--- src/rtl/mode_status_reporter_if.sv ---
// Byte-stream bundle between the mode controller, the status reporter and the UART TX.
// master drives menu state, pump events and tx_ready; slave is the reporter itself.
interface mode_status_reporter_if;
    logic [1:0] scent_sel;
    logic [1:0] timer_sel;
    logic       pump_on_pulse;
    logic       pump_off_pulse;
    logic       tx_ready;
    logic       tx_valid;
    logic [7:0] tx_data;
    logic       busy;

    modport master (
        output scent_sel, timer_sel, pump_on_pulse, pump_off_pulse, tx_ready,
        input  tx_valid, tx_data, busy
    );

    modport slave (
        input  scent_sel, timer_sel, pump_on_pulse, pump_off_pulse, tx_ready,
        output tx_valid, tx_data, busy
    );
endinterface

--- src/rtl/mode_status_reporter.sv ---
// Encodes local scent/timer/pump changes into one-byte app codes and streams them
// to the UART TX over a valid/ready handshake, with optional periodic full-status resend.
module mode_status_reporter #(
    parameter int GAP_CYCLES     = 16,
    parameter int REFRESH_CYCLES = 5_000_000,
    parameter int STARTUP_REPORT = 1
) (
    input  logic                         clk,
    input  logic                         reset,
    mode_status_reporter_if.slave        bus
);
    localparam logic [1:0]  ST_IDLE    = 2'd0;
    localparam logic [1:0]  ST_SEND    = 2'd1;
    localparam logic [1:0]  ST_GAP     = 2'd2;
    localparam logic        L_STARTUP  = (STARTUP_REPORT != 0) ? 1'b1 : 1'b0;
    localparam logic        L_REF_EN   = (REFRESH_CYCLES > 0) ? 1'b1 : 1'b0;
    localparam logic        L_GAP_EN   = (GAP_CYCLES > 0) ? 1'b1 : 1'b0;
    localparam logic [31:0] L_REF_LAST = (REFRESH_CYCLES > 0) ? 32'(REFRESH_CYCLES - 1) : 32'd0;
    localparam logic [31:0] L_GAP_LAST = (GAP_CYCLES > 0) ? 32'(GAP_CYCLES - 1) : 32'd0;

    function automatic logic [7:0] enc_scent(input logic [1:0] sel);
        case (sel)
            2'd0:    enc_scent = 8'h02;
            2'd1:    enc_scent = 8'h03;
            2'd2:    enc_scent = 8'h01;
            default: enc_scent = 8'h00;
        endcase
    endfunction

    function automatic logic [7:0] enc_timer(input logic [1:0] sel);
        case (sel)
            2'd0:    enc_timer = 8'h1E;
            2'd1:    enc_timer = 8'h3C;
            2'd2:    enc_timer = 8'h78;
            default: enc_timer = 8'h00;
        endcase
    endfunction

    logic [1:0]  r_state, w_state_nxt;
    logic [31:0] r_gap_cnt, w_gap_cnt_nxt;
    logic [31:0] r_refresh_cnt, w_refresh_cnt_nxt;
    logic [1:0]  r_scent_prev, r_timer_prev;
    logic        r_pump_pend, r_scent_pend, r_timer_pend;
    logic        w_pump_pend_nxt, w_scent_pend_nxt, w_timer_pend_nxt;
    logic [7:0]  r_pump_code, w_pump_code_nxt;
    logic        r_tx_valid, w_tx_valid_nxt;
    logic [7:0]  r_tx_data, w_tx_data_nxt;
    logic        r_busy, w_busy_nxt;
    logic        w_refresh_wrap;
    logic        w_clr_pump, w_clr_scent, w_clr_timer;

    // Next-state logic: FSM, pending-flag bookkeeping and refresh timer.
    always_comb begin
        w_state_nxt    = r_state;
        w_gap_cnt_nxt  = r_gap_cnt;
        w_tx_valid_nxt = r_tx_valid;
        w_tx_data_nxt  = r_tx_data;
        w_clr_pump     = 1'b0;
        w_clr_scent    = 1'b0;
        w_clr_timer    = 1'b0;

        w_refresh_wrap = L_REF_EN && (r_refresh_cnt == L_REF_LAST);
        if (w_refresh_wrap || !L_REF_EN) begin
            w_refresh_cnt_nxt = 32'd0;
        end else begin
            w_refresh_cnt_nxt = r_refresh_cnt + 32'd1;
        end

        case (r_state)
            ST_IDLE: begin
                // An invalid selector (3) only drops its flag; no byte goes out.
                if (r_pump_pend) begin
                    w_clr_pump     = 1'b1;
                    w_tx_data_nxt  = r_pump_code;
                    w_tx_valid_nxt = 1'b1;
                    w_state_nxt    = ST_SEND;
                end else if (r_scent_pend) begin
                    w_clr_scent = 1'b1;
                    if (bus.scent_sel != 2'd3) begin
                        w_tx_data_nxt  = enc_scent(bus.scent_sel);
                        w_tx_valid_nxt = 1'b1;
                        w_state_nxt    = ST_SEND;
                    end else begin
                        w_state_nxt = ST_IDLE;
                    end
                end else if (r_timer_pend) begin
                    w_clr_timer = 1'b1;
                    if (bus.timer_sel != 2'd3) begin
                        w_tx_data_nxt  = enc_timer(bus.timer_sel);
                        w_tx_valid_nxt = 1'b1;
                        w_state_nxt    = ST_SEND;
                    end else begin
                        w_state_nxt = ST_IDLE;
                    end
                end else begin
                    w_state_nxt = ST_IDLE;
                end
            end
            ST_SEND: begin
                if (bus.tx_ready) begin
                    w_tx_valid_nxt = 1'b0;
                    w_gap_cnt_nxt  = 32'd0;
                    w_state_nxt    = L_GAP_EN ? ST_GAP : ST_IDLE;
                end else begin
                    w_state_nxt = ST_SEND;
                end
            end
            ST_GAP: begin
                if (r_gap_cnt == L_GAP_LAST) begin
                    w_state_nxt = ST_IDLE;
                end else begin
                    w_gap_cnt_nxt = r_gap_cnt + 32'd1;
                end
            end
            default: begin
                w_state_nxt    = ST_IDLE;
                w_tx_valid_nxt = 1'b0;
            end
        endcase

        // A new event on the clearing edge wins, so nothing is lost.
        w_pump_pend_nxt  = (r_pump_pend & ~w_clr_pump) | bus.pump_on_pulse | bus.pump_off_pulse;
        w_scent_pend_nxt = (r_scent_pend & ~w_clr_scent) | (bus.scent_sel != r_scent_prev) | w_refresh_wrap;
        w_timer_pend_nxt = (r_timer_pend & ~w_clr_timer) | (bus.timer_sel != r_timer_prev) | w_refresh_wrap;

        if (bus.pump_off_pulse) begin
            w_pump_code_nxt = 8'h05;
        end else if (bus.pump_on_pulse) begin
            w_pump_code_nxt = 8'h04;
        end else begin
            w_pump_code_nxt = r_pump_code;
        end

        w_busy_nxt = (w_state_nxt != ST_IDLE) | w_pump_pend_nxt | w_scent_pend_nxt | w_timer_pend_nxt;
    end

    // State and output registers.
    always_ff @(posedge clk or posedge reset) begin
        if (reset) begin
            r_state       <= ST_IDLE;
            r_gap_cnt     <= 32'd0;
            r_refresh_cnt <= 32'd0;
            r_scent_prev  <= 2'd0;
            r_timer_prev  <= 2'd0;
            r_pump_pend   <= 1'b0;
            r_scent_pend  <= L_STARTUP;
            r_timer_pend  <= L_STARTUP;
            r_pump_code   <= 8'h00;
            r_tx_valid    <= 1'b0;
            r_tx_data     <= 8'h00;
            r_busy        <= 1'b0;
        end else begin
            r_state       <= w_state_nxt;
            r_gap_cnt     <= w_gap_cnt_nxt;
            r_refresh_cnt <= w_refresh_cnt_nxt;
            r_scent_prev  <= bus.scent_sel;
            r_timer_prev  <= bus.timer_sel;
            r_pump_pend   <= w_pump_pend_nxt;
            r_scent_pend  <= w_scent_pend_nxt;
            r_timer_pend  <= w_timer_pend_nxt;
            r_pump_code   <= w_pump_code_nxt;
            r_tx_valid    <= w_tx_valid_nxt;
            r_tx_data     <= w_tx_data_nxt;
            r_busy        <= w_busy_nxt;
        end
    end

    assign bus.tx_valid = r_tx_valid;
    assign bus.tx_data  = r_tx_data;
    assign bus.busy     = r_busy;
endmodule
--- src/flat_wrapper.sv ---
// flat-port wrapper written by rule: the top's interface ports become plain ports
module mode_status_reporter_flat 
#(
    parameter int GAP_CYCLES     = 16,
    parameter int REFRESH_CYCLES = 5_000_000,
    parameter int STARTUP_REPORT = 1
)
  (clk, reset, bus_scent_sel, bus_timer_sel, bus_pump_on_pulse, bus_pump_off_pulse, bus_tx_ready, bus_tx_valid, bus_tx_data, bus_busy);
  mode_status_reporter_if bus_i ();
  input  logic clk;
  input  logic reset;
  input wire logic [$bits(bus_i.scent_sel)-1:0] bus_scent_sel;
  input wire logic [$bits(bus_i.timer_sel)-1:0] bus_timer_sel;
  input wire logic [$bits(bus_i.pump_on_pulse)-1:0] bus_pump_on_pulse;
  input wire logic [$bits(bus_i.pump_off_pulse)-1:0] bus_pump_off_pulse;
  input wire logic [$bits(bus_i.tx_ready)-1:0] bus_tx_ready;
  output wire logic [$bits(bus_i.tx_valid)-1:0] bus_tx_valid;
  output wire logic [$bits(bus_i.tx_data)-1:0] bus_tx_data;
  output wire logic [$bits(bus_i.busy)-1:0] bus_busy;
  assign bus_i.scent_sel = bus_scent_sel;
  assign bus_i.timer_sel = bus_timer_sel;
  assign bus_i.pump_on_pulse = bus_pump_on_pulse;
  assign bus_i.pump_off_pulse = bus_pump_off_pulse;
  assign bus_i.tx_ready = bus_tx_ready;
  assign bus_tx_valid = bus_i.tx_valid;
  assign bus_tx_data = bus_i.tx_data;
  assign bus_busy = bus_i.busy;
  mode_status_reporter #(.GAP_CYCLES(GAP_CYCLES), .REFRESH_CYCLES(REFRESH_CYCLES), .STARTUP_REPORT(STARTUP_REPORT)) u_core (.clk(clk), .reset(reset), .bus(bus_i));
endmodule
--- config.mk ---
export PLATFORM = sky130hd
export DESIGN_NAME = mode_status_reporter_flat
export DESIGN_NICKNAME = d
export VERILOG_FILES = /design/src/rtl/mode_status_reporter_if.sv /design/src/rtl/mode_status_reporter.sv /design/src/flat_wrapper.sv
export SDC_FILE = /design/constraint.sdc
export NUM_CORES = 1
export LEC_CHECK = 0
export BUFFER_PORTS_ARGS = -buffer_cell sky130_fd_sc_hd__buf_4
export CAP_MARGIN = 20
export CORE_UTILIZATION = 55
export DETAILED_ROUTE_END_ITERATION = 16
export PLACE_DENSITY = 0.75
export SLEW_MARGIN = 30
export SYNTH_ARGS = -nofsm -noshare
export SYNTH_HDL_FRONTEND = slang
export SYNTH_SLANG_ARGS = --single-unit
--- constraint.sdc ---
create_clock -name clk -period 2.54 [get_ports clk]
set_input_delay 0.508 -clock clk [delete_from_list [all_inputs] [get_ports clk]]
set_output_delay 0.508 -clock clk [all_outputs]
set_load 0.02 [all_outputs]
# Word level (Yosys, flattened, before mapping)
# Index checks and enable logic that the tools add are counted.
dict set report totals {
  register_bits 91
  input_bits 9
  output_inout_bits 10
  word_cells 96
}
dict set report classes {
  n_addsub 2
  eq_ne 18
  mux 37
  bitwise_logic 16
  reduce_logical 11
}
# operator n
set ops {}
lappend ops {{2-to-1 mux 32 bit} 3}
lappend ops {{adder 32 x 1 -> 32 bit, second input constant} 2}
lappend ops {{case mux 32 bit (2 select lines)} 1}
lappend ops {{2-to-1 mux 8 bit} 7}
lappend ops {{== test 32 x 23 -> 1 bit, second input constant} 1}
lappend ops {{== test 32 x 4 -> 1 bit, second input constant} 1}
lappend ops {{case mux 7 bit (3 select lines)} 1}
lappend ops {{2-to-1 mux 1 bit} 18}
lappend ops {{case mux 2 bit (3 select lines)} 2}
lappend ops {{OR 1 bit} 9}
lappend ops {{2-to-1 mux 2 bit} 4}
lappend ops {{inequality test 2 bit, second input constant} 4}
lappend ops {{inequality test 4 x 1 -> 1 bit, second input constant} 2}
lappend ops {{== test 2 x 1 -> 1 bit, second input constant} 3}
lappend ops {{== test 2 bit, second input constant} 3}
lappend ops {{logical NOT 2 bit} 3}
lappend ops {{nonzero test 2 bit} 3}
lappend ops {{nonzero test 3 bit} 2}
lappend ops {{AND reduction 5 bit} 1}
lappend ops {{inequality test 2 bit} 2}
lappend ops {{inequality test 4 x 3 -> 1 bit, second input constant} 1}
lappend ops {{inverter 1 bit} 4}
lappend ops {{AND reduction 4 bit} 1}
lappend ops {{bitwise AND 1 bit} 3}
lappend ops {{3 further kinds} 3}

# Depth between registers and ports, before layout
# Gate-level depths: netlist of run 1.
dict set report logic_depth {
  ltp_word 10
  depth_mapped 7
  depth_no_buf 6
}

# Worst setup path before layout of run 1
# No wires, ideal clock.
dict set report synth_timing {
  path_type {register to register}
  start {register u_core.r_refresh_cnt[21]}
  end {register u_core.r_refresh_cnt[22]}
  setup_ns 0.134
  t_arrival_ns 1.848
  required_ns 2.406
  setup_slack_ns 0.558
  path_stages_with_launch 6
  period_less_slack_ns 1.982
  cell_sequence {dfrtp_1 -> or4b_1 -> or4_4 -> nor3_4 -> buf_6 -> a21oi_1}
}
dict set report synth_between {
  elab_chain_cells 2
  elab_cells_between_ends 3
  cone_classes {add/sub (1); eq/ne (1); mux (1)}
}
# element line
set synth_lines {}
lappend synth_lines {{start: declaration} mode_status_reporter.sv:41} ;# logic [31:0] r_refresh_cnt, w_refresh_cnt_nxt;
lappend synth_lines {{start signal: assignment} mode_status_reporter.sv:155} ;# r_refresh_cnt <= w_refresh_cnt_nxt;
lappend synth_lines {{adder 32 x 1 -> 32 bit or == test 32 x 23 -> 1 bit (tied branches)} {mode_status_reporter.sv:66, mode_status_reporter.sv:62}}
lappend synth_lines {{2-to-1 mux 32 bit *} mode_status_reporter.sv:63} ;# if (w_refresh_wrap || !L_REF_EN) begin
lappend synth_lines {{net u_core.w_refresh_cnt_nxt[22]} mode_status_reporter.sv:41}
# Mark *: on every way through the listed nets, which the timed path passes. The rest lies on a longest branch.
# A chain may end at the register's enable or synchronous reset.

# Worst setup path in the final report of run 1
dict set report layout_timing {
  start {register u_core.r_refresh_cnt[20]}
  end {register u_core.r_busy (netlist: u_core.bus.busy)}
}
dict set report layout_between {
  elab_chain_cells 4
  elab_cells_between_ends 5
  cone_classes {eq/ne (1); bitwise (4)}
}
# element line
set layout_lines {}
lappend layout_lines {{== test 32 x 23 -> 1 bit *} mode_status_reporter.sv:62} ;# w_refresh_wrap = L_REF_EN && (r_refresh_cnt == L_REF_LAST);
lappend layout_lines {{OR 1 bit} mode_status_reporter.sv:123} ;# w_scent_pend_nxt = (r_scent_pend & ~w_clr_scent) | (bus.scent_sel != r_scent_prev) | w_refresh_wrap;
lappend layout_lines {{OR 1 bit} mode_status_reporter.sv:134} ;# w_busy_nxt = (w_state_nxt != ST_IDLE) | w_pump_pend_nxt | w_scent_pend_nxt | w_timer_pend_nxt;
lappend layout_lines {{OR 1 bit *} mode_status_reporter.sv:134}
lappend layout_lines {{net u_core.w_busy_nxt} mode_status_reporter.sv:48} ;# logic r_busy, w_busy_nxt;
lappend layout_lines {{end signal: assignment} mode_status_reporter.sv:164} ;# r_busy <= w_busy_nxt;
lappend layout_lines {{end: declaration} mode_status_reporter.sv:48}
# Marked as above.

==> results of run 1 <==
[path summary, 6_finish.rpt]
path | slack [ns] | endpoint | cells after the start | from
setup / recovery | 0.29 | u_core.bus.busy | 4 | u_core.r_refresh_cnt[20]
hold / removal | 0.14 | u_core.r_timer_prev[1] | 2 | reset
setup reg to reg | 0.29 | u_core.bus.busy | 4 | u_core.r_refresh_cnt[20]
hold reg to reg | 0.48 | u_core.r_refresh_cnt[31] | 1 | u_core.r_refresh_cnt[31]
max in group asynchronous | 1.84 | u_core.r_gap_cnt[21] | 3 | reset
min in group clk | 0.30 | u_core.r_timer_prev[1] | 1 | bus_timer_sel[1]
[synth_stat cells (all sizes together)]
| cell | n |
|---|---|
| dfrtp | 81 |
| nand2 | 41 |
| nand3 | 25 |
| nor2 | 23 |
| xnor2 | 22 |
| nand4 | 20 |
| nor4 | 20 |
| a21oi | 17 |
| xor2 | 14 |
| and3 | 13 |
| clkbuf | 13 |
| inv | 13 |
| mux2i | 13 |
| or4 | 13 |
| o31ai | 12 |
| o21ai | 11 |
| ha | 10 |
| and4 | 8 |
| nand2b | 8 |
| buf | 6 |
| or3 | 6 |
| nor3 | 5 |
| and2 | 4 |
| o211ai | 4 |
| a211oi | 3 |
| nand4b | 3 |
| a21o | 2 |
| a22o | 2 |
| dfstp | 2 |
| nor2b | 2 |
| nor3b | 2 |
| nor4b | 2 |
| o41ai | 2 |
| a31o | 1 |
| and4b | 1 |
| conb | 1 |
| nand4bb | 1 |
| o21bai | 1 |
| o311ai | 1 |
| or2 | 1 |
| or4b | 1 |
[power groups by stage]
stage	Combinational [uW]	Sequential, uW	Clock [uW]
final	64.6	1330	958
after global routing	75.5	1330	1020
after CTS	67.3	1330	978
after detailed placement	67.0	1350	0
after global placement	65.4	1350	0
after floorplan	37.3	1350	0
[per-stage QoR]
stage | area, um^2 | setup WS (ns) | cells | hold slack (ns) | power [uW]
4_1_cts | 4690 | 0.287 | 549 | 0.137 | 2370
3_5_place_dp | 4500 | 0.311 | 533 | 0.465 | 1420
5_1_grt | 4700 | 0.184 | 549 | 0.162 | 2420
3_3_place_gp | 4500 | 0.339 | 533 | 0.467 | 1420
2_1_floorplan | 4280 | 0.558 | 430 | 0.440 | 1390
6_report | 4700 | 0.289 | 549 | 0.140 | 2350
[registers in the layout, indices dropped and copies added, names as in the netlist, 2 cells and up]
signal and flops:
u_core.r_gap_cnt 32, u_core.r_refresh_cnt 32, u_core.bus.tx_data 6, u_core.r_pump_code 2, u_core.r_scent_prev 2, u_core.r_state 2
u_core.r_timer_prev 2
[kinds of logic after synthesis]
family | after synthesis
and+or+nand+nor | 199
DFF | 83
AOI/OAI and AO/OA | 56
xor gates and xnor gates | 36
buffers and inverters | 32
muxes | 13
adders and majority gates | 10
other | 1
[worst register-to-register path, stage by stage, from the launching register on]
cell       delay [ns]
dfrtp_1          0.44
or4b_1           0.52
or4_4            0.55
nor3_4           0.47
nand4bb_1        0.20
[area by class of cell]
cell class / count / area, um^2
Multi-Input combinational cell: 315 / 2060
Sequential cell: 83 / 2080
Clock buffer: 12 / 145
Inverter: 13 / 52.6
Timing Repair Buffer: 23 / 185
Fill cell: 609 / 2670
Tap cell: 99 / 124
Clock inverter: 4 / 48.8
[metal layers]
metal	part of all wire (%)	vias to the layer above	global-route usage [%]
met5	0	-	0
met3	4.3	6	2.79
met1	46	1635	29.8
met4	0.77	0	8.47
li1	-	1599	-
met2	49	84	34.9
==> flow_metrics.env, run 1 <==
export IMPL_synthToLayoutAreaGrowth_pct=9.89
export IMPL_cpPeakStageDelay_ns=0.55
export IMPL_dieWidth_um=90.2
export IMPL_p_sw_uw=520
export IMPL_min_path_type="in2async"
export IMPL_p_per_area_nw_per_um2=500
export IMPL_synth_seq_cells=83
export IMPL_synthDistinctLibCells=47
export IMPL_switching_share_pct=22.1
export IMPL_p_leak_uw=0.00200
export IMPL_share_comb_of_total_power_pct=2.7
export IMPL_tns_ns=0
export IMPL_final_period_utilization_pct=88.6
export IMPL_num_nets_final=464
export IMPL_synth_fp_nets=449
export IMPL_grt_ovfl_total=0
export IMPL_yosysTopAreaCellShare_pct=47.4
export IMPL_core_area_um2=7370
export IMPL_clkPwrFrac_pct=40.8
export IMPL_tightest_slew_ns=0.777
export IMPL_tritoncts="done"
export IMPL_cp_top_family="simple AND/OR/NAND/NOR gates"
export IMPL_drive_gt1_share_pct=10.0
export IMPL_drtPass1Iterations=4
export IMPL_grt_pass1_wl_um=14400
export IMPL_synth_largest_area_cell="dfrtp_1"
export IMPL_yosysWarningCount=0
export IMPL_max_clock_path_buffers=2
export IMPL_slew_viol_final=0
export IMPL_die_h_um=90.2
export IMPL_ios=19
export IMPL_p_int_uw=1830
export IMPL_synth_area_mux_share_pct=3.04
export IMPL_ctsHoldBuffers=0
export IMPL_setup_violations=0
export IMPL_synth_area_top_cells="dfrtp_1 47%, xnor2_1 4.5%, nand2_1 3.6%"
export IMPL_path_max_fanout=14
export IMPL_grt_util_all_layers_pct=21.7
export IMPL_cp_required_ns=2.82
export IMPL_synth_simple_area_share_pct=26.3
export IMPL_diodes=0
export IMPL_post_route_min_period_ns=2.25
export IMPL_start_util_pct=58.0
export IMPL_path_cells="or4b_1 > or4_4 > nor3_4 > nand4bb_1"
export IMPL_finalWirelength_um=8280
export IMPL_synth_seq_area_share_pct=48.6
export IMPL_ir_drop_mv=0.342
export IMPL_final_util_pct=63.8
export IMPL_critPathBufInv=0
export IMPL_outcome="complete, no violations"
export IMPL_clkTransAtPathRegs_ns=0.08
export IMPL_grt_pass1_vias=3153
export IMPL_drt_antenna_violating_nets=0
export IMPL_fin_skew_ns=0.0135
export IMPL_synth_xor_area_share_pct=7.37
export IMPL_synth_top_family_by_area="simple AND/OR/NAND/NOR gates"
export IMPL_numCtsBuffers=9
export IMPL_critPathArrivalTime_ns=2.53
export IMPL_via_per_inst=6.05
export IMPL_via_count=3324
export IMPL_synth_compound_area_share_pct=8.37
export IMPL_io_buffers=17
export IMPL_syn_avg_cell_area_um2=9.94
export IMPL_clock_latency_ns=0.36
export IMPL_cap_violations=0
export IMPL_drtIter0Drc=137
export IMPL_grt_max_degree=50
export IMPL_syn_inst=430
export IMPL_rows=31
export IMPL_slew_headroom_pct=47.7
export IMPL_criticalPathCategory="reg2reg"
export IMPL_final_common_cell="dfrtp_1"
export IMPL_drcViolationCount=0
export IMPL_wl_per_cell_um=15.1
export IMPL_cts_setup_buffers=0
export IMPL_gp_congestion=0.847
export IMPL_die_area_um2=8130
export IMPL_synthAdderAreaFrac_pct=2.93
export IMPL_rsz0062_at_grt="false"
export IMPL_sequentialPowerShare_pct=56.5
export IMPL_dp_hpwl_um=5680
export IMPL_final_hold_viol_count=0
export IMPL_ctsResizeCount=0
export IMPL_final_cell_mix="81 x dfrtp_1, 41 x nand2_1, 25 x nand3_1"
export IMPL_cp_slowest_cell="or4_4"
export IMPL_critPathCaptureType="flip-flop"
export IMPL_grt_antenna_before_repair=0
export IMPL_netlist_area_um2=4280
export IMPL_root_buffer="clkbuf_8"
export IMPL_tritoncts_num_sinks=83
export IMPL_htree_levels=3
export IMPL_fmax_mhz=444
export IMPL_critPathLaunchType="flip-flop"
Power figures use the tool's default switching activity.
==> run 2, diff against run 1 <==
- CORE_UTILIZATION: 55 -> 27
- PLACE_DENSITY: 0.75 -> not set
==> run 2 against run 1 <==
- via count down 1.9%
- clock skew decreased by 0.0079 ns
- sequential power about the same
- final cell count is 20% higher
- sequential share of layout area fell by 2.3 points
==> flow_metrics.env, run 2 (synthesized netlist as in run 1, its figures left out) <==
export IMPL_tightest_slew_ns=0.883
export IMPL_reg2regPathDepth=4
export IMPL_critPathBufInv=0
export IMPL_final_cell_mix="81 x dfrtp_1, 41 x nand2_1, 25 x nand3_1"
export IMPL_post_route_min_period_ns=2.24
export IMPL_htree_levels=3
export IMPL_grt_util_all_layers_pct=11.7
export IMPL_grt_antenna_before_repair=0
export IMPL_slew_viol_final=0
export IMPL_grt_max_degree=32
export IMPL_ir_drop_mv=0.297
export IMPL_drive_gt1_share_pct=10.2
export IMPL_p_leak_uw=0.00206
export IMPL_cp_required_ns=2.81
export IMPL_ctsHoldBuffers=0
export IMPL_via_count=3260
export IMPL_cpPeakStageDelay_ns=0.56
export IMPL_rsz0062_at_grt="false"
export IMPL_path_max_fanout=14
export IMPL_dieWidth_um=128
export IMPL_rows=45
export IMPL_slew_headroom_pct=40.6
export IMPL_clkTransAtPathRegs_ns=0.06
export IMPL_dp_hpwl_um=6080
export IMPL_outcome="complete, no violations"
export IMPL_cp_slowest_cell="or4_4"
export IMPL_grt_ovfl_total=0
export IMPL_criticalPathCategory="reg2reg"
export IMPL_grt_pass1_wl_um=15500
export IMPL_tritoncts_num_sinks=83
export IMPL_tns_ns=0
export IMPL_diodes=0
export IMPL_finalWorstSetupSlack_ns=0.297
export IMPL_wl_per_cell_um=13.2
export IMPL_p_per_area_nw_per_um2=548
export IMPL_cts_setup_buffers=0
export IMPL_critPathCaptureType="flip-flop"
export IMPL_finalPower_uw=2720
export IMPL_via_per_inst=4.93
export IMPL_ctsResizeCount=0
export IMPL_ios=19
export IMPL_critPathLaunchType="flip-flop"
export IMPL_pre_cts_slack_ns=0.295
export IMPL_core_area_um2=15300
export IMPL_cp_top_family="simple AND/OR/NAND/NOR gates"
export IMPL_die_area_um2=16300
export IMPL_die_h_um=128
export IMPL_synthToLayoutAreaGrowth_pct=15.9
export IMPL_timing_rr_start="u_core.r_refresh_cnt[20]"
export IMPL_clock_latency_ns=0.33
export IMPL_final_period_utilization_pct=88.3
export IMPL_gp_congestion=0.798
export IMPL_drtPass1Iterations=4
export IMPL_tritoncts="done"
export IMPL_final_hold_viol_count=0
export IMPL_critPathArrivalTime_ns=2.51
export IMPL_numCtsBuffers=9
export IMPL_path_cells="or4b_1 > or4_4 > nor3_4 > nand4bb_1"
export IMPL_max_clock_path_buffers=2
export IMPL_drtIter0Drc=166
export IMPL_drcViolationCount=0
export IMPL_fmax_mhz=446
export IMPL_reg2reg_slack_ns=0.30
export IMPL_finalWirelength_um=8740
export IMPL_io_buffers=17
export IMPL_setup_violations=0
export IMPL_fin_skew_ns=0.00552
export IMPL_grt_pass1_vias=3212
export IMPL_min_path_type="in2async"
export IMPL_start_util_pct=27.9
export IMPL_num_nets_final=464
export IMPL_drt_antenna_violating_nets=0
export IMPL_cap_violations=0
export IMPL_r2r_end="u_core.bus.busy"
export IMPL_root_buffer="clkbuf_16"
export IMPL_final_common_cell="dfrtp_1"
[run 2: changes by cell type in the layout (fill, tap and decap cells not counted), sizes merged]
| cell | before | now |
|---|---|---|
| clkbuf | 12 | 10 |
| clkinv | 2 | 4 |
| clkinvlp | 1 | 2 |
| inv | 13 | 12 |
[run 2: worst reg2reg max path: cells and delay by family, from the launching register on]
family | cells | cell delay (ns)
simple gates | 4 | 1.75
flops | 1 | 0.43
[run 2: metal layers]
metal / GRT usage [%] / part of all wire [%] / vias to the layer above
li1: - / - / 1598
met1: 15.1 / 47 / 1606
met2: 19.3 / 49 / 47
met3: 3.13 / 3.0 / 9
met4: 3.32 / 0.94 / 0
met5: 0 / 0 / -
[run 2: worst max-delay path by stage]
stage | startpoint | endpoint | slack (ns) | depth (start not counted)
5_1_grt | u_core.r_refresh_cnt[21] | u_core.bus.busy | 0.12 | 4
4_1_cts | u_core.r_refresh_cnt[21] | u_core.bus.busy | 0.26 | 4
3_5_place_dp | u_core.r_refresh_cnt[20] | u_core.bus.busy | 0.30 | 4
3_3_place_gp | u_core.r_refresh_cnt[21] | u_core.bus.busy | 0.32 | 4
6_report | u_core.r_refresh_cnt[20] | u_core.bus.busy | 0.30 | 4
2_1_floorplan | u_core.r_refresh_cnt[21] | u_core.r_refresh_cnt[22] | 0.56 | 5
[run 2: per-stage QoR]
stage / cells / hold slack (ns) / util [%] / area [um^2]
finish: 661 / 0.245 / 32.4 / 4960
CTS: 661 / 0.249 / 32.4 / 4960
floorplan: 430 / 0.440 / - / 4280
global route: 661 / 0.273 / 32.4 / 4960
detailed placement: 645 / 0.469 / 30.4 / 4650
global placement: 645 / 0.465 / 30.4 / 4650
[run 2: area by class of cell]
cell class,instances,area (um^2)
fill,1621,10400
sequential,83,2080
multi-input combinational,315,2060
tap,211,264
clock buffer,10,239
timing repair buffer,23,198
clock inverter,6,65.1
inverter,13,52.6
[run 2: power by group]
group          total, uW  switching (uW)  internal, uW  leakage, uW
Clock               1320             532           788     0.000148
Sequential          1330            2.13          1330      0.00105
Combinational       68.0            44.3          23.7     0.000855
==> run 3, diff against run 2 <==
- CORE_ASPECT_RATIO: not set -> 0.7
==> run 3 against run 2 <==
- core utilization shrank 0.28 points
- combinational power shrank 2%
- first-iteration DRC count grew 27%
- sequential share of layout area shrank 0.14 points
- clock power grew 13%
- hold slack gained 0.016 ns
- highest routed layer unchanged
==> flow_metrics.env, run 3 (synthesized netlist as in run 1, its figures left out) <==
export IMPL_outcome="complete, no violations"
export IMPL_tritoncts="done"
export IMPL_seq_area_um2=2080
export IMPL_crit_start="u_core.r_refresh_cnt[20]"
export IMPL_tightest_slew_ns=0.816
export IMPL_criticalPathCategory="reg2reg"
export IMPL_cts_setup_buffers=0
export IMPL_die_h_um=107
export IMPL_wl_per_cell_um=13.9
export IMPL_gp_congestion=0.827
export IMPL_ios=19
export IMPL_finalWirelength_um=9050
export IMPL_io_buffers=17
export IMPL_tns_ns=0
export IMPL_final_util_pct=32.1
export IMPL_critPathLaunchType="flip-flop"
export IMPL_ctsResizeCount=0
export IMPL_fin_skew_ns=0.00818
export IMPL_p_leak_uw=0.00207
export IMPL_grt_pass1_vias=3110
export IMPL_via_count=3243
export IMPL_slew_headroom_pct=45.1
export IMPL_grt_pass1_wl_um=15600
export IMPL_critPathArrivalTime_ns=2.53
export IMPL_final_period_utilization_pct=89.0
export IMPL_grt_ovfl_total=0
export IMPL_drtPass1Iterations=4
export IMPL_rows=38
export IMPL_dp_hpwl_um=6240
export IMPL_fmax_mhz=442
export IMPL_p_per_area_nw_per_um2=581
export IMPL_ir_drop_mv=0.370
export IMPL_grt_util_all_layers_pct=11.8
export IMPL_clkTransAtPathRegs_ns=0.06
export IMPL_path_max_fanout=14
export IMPL_drtIter0Drc=210
export IMPL_via_per_inst=4.99
export IMPL_diodes=0
export IMPL_max_clock_path_buffers=2
export IMPL_ctsHoldBuffers=0
export IMPL_post_route_min_period_ns=2.26
export IMPL_dieWidth_um=152
export IMPL_multi_input_area_um2=2060
export IMPL_drive_gt1_share_pct=10.4
export IMPL_critPathCaptureType="flip-flop"
export IMPL_pre_cts_slack_ns=0.301
export IMPL_die_area_um2=16300
export IMPL_cp_required_ns=2.81
export IMPL_setup_violations=0
export IMPL_whs_ns=0.261
export IMPL_core_area_um2=15500
export IMPL_cap_violations=0
export IMPL_finalPower_uw=2890
export IMPL_timing_rr_start="u_core.r_refresh_cnt[20]"
export IMPL_root_buffer="clkbuf_16"
export IMPL_drcViolationCount=0
export IMPL_tritoncts_num_sinks=83
export IMPL_grt_max_degree=40
export IMPL_htree_levels=3
export IMPL_drt_antenna_violating_nets=0
export IMPL_synthToLayoutAreaGrowth_pct=16.3
export IMPL_grt_antenna_before_repair=0
export IMPL_final_common_cell="dfrtp_1"
export IMPL_min_path_type="in2async"
export IMPL_start_util_pct=27.6
export IMPL_numCtsBuffers=9
export IMPL_final_cell_mix="81 x dfrtp_1, 41 x nand2_1, 25 x nand3_1"
export IMPL_final_hold_viol_count=0
export IMPL_num_nets_final=464
export IMPL_clock_latency_ns=0.34
export IMPL_slew_viol_final=0
export IMPL_finalWorstSetupSlack_ns=0.278
export IMPL_n_fill_cell=1580
export IMPL_rsz0062_at_grt="false"
run 3: critical path, stage by stage (launching register included):
cell	delay (ns)
dfrtp_1	0.43
or4b_1	0.52
or4_4	0.55
nor3_4	0.49
nand4bb_1	0.20
run 3: worst paths after layout:
kind,endpoint,slack [ns],cells after the start
worst max-delay path,u_core.bus.busy,0.28,4
worst min-delay path,u_core.r_refresh_cnt[29],0.26,2
worst max register to register,u_core.bus.busy,0.28,4
worst min register to register,u_core.r_refresh_cnt[31],0.47,1
max in group asynchronous,u_core.r_scent_pend,1.57,3
min in group clk,u_core.r_scent_prev[1],0.31,1
run 3: per-layer routing:
metal	part of all wire, %	track usage (%)	up-vias
met5	0	0	-
met4	0.98	3.79	0
met3	3.3	2.82	9
met2	41	16.3	44
met1	55	17.8	1590
li1	-	-	1600
run 3: area by class of cell:
cell class | count | area share, %
clock inverter | 7 | 2.34
multi-input combinational | 315 | 41.5
sequential | 83 | 41.8
timing repair buffer | 23 | 3.72
tap | 200 | 5.03
inverter | 13 | 1.06
clock buffer | 9 | 4.53
run 3: stage by stage:
| step | cells | cell area [um^2] |
|---|---|---|
| 3_3_place_gp | 634 | 4630 |
| 2_1_floorplan | 430 | 4280 |
| 4_1_cts | 650 | 4970 |
| 5_1_grt | 650 | 4970 |
| 6_report | 650 | 4970 |
| 3_5_place_dp | 634 | 4630 |
run 3: power breakdown:
group | switching (uW) | leakage (uW) | internal, uW | total, uW
clock network | 534 | 0.000165 | 958 | 1490
logic | 44.9 | 0.000850 | 21.6 | 66.5
registers | 2.15 | 0.00105 | 1330 | 1330
total | 581 | 0.00207 | 2310 | 2890
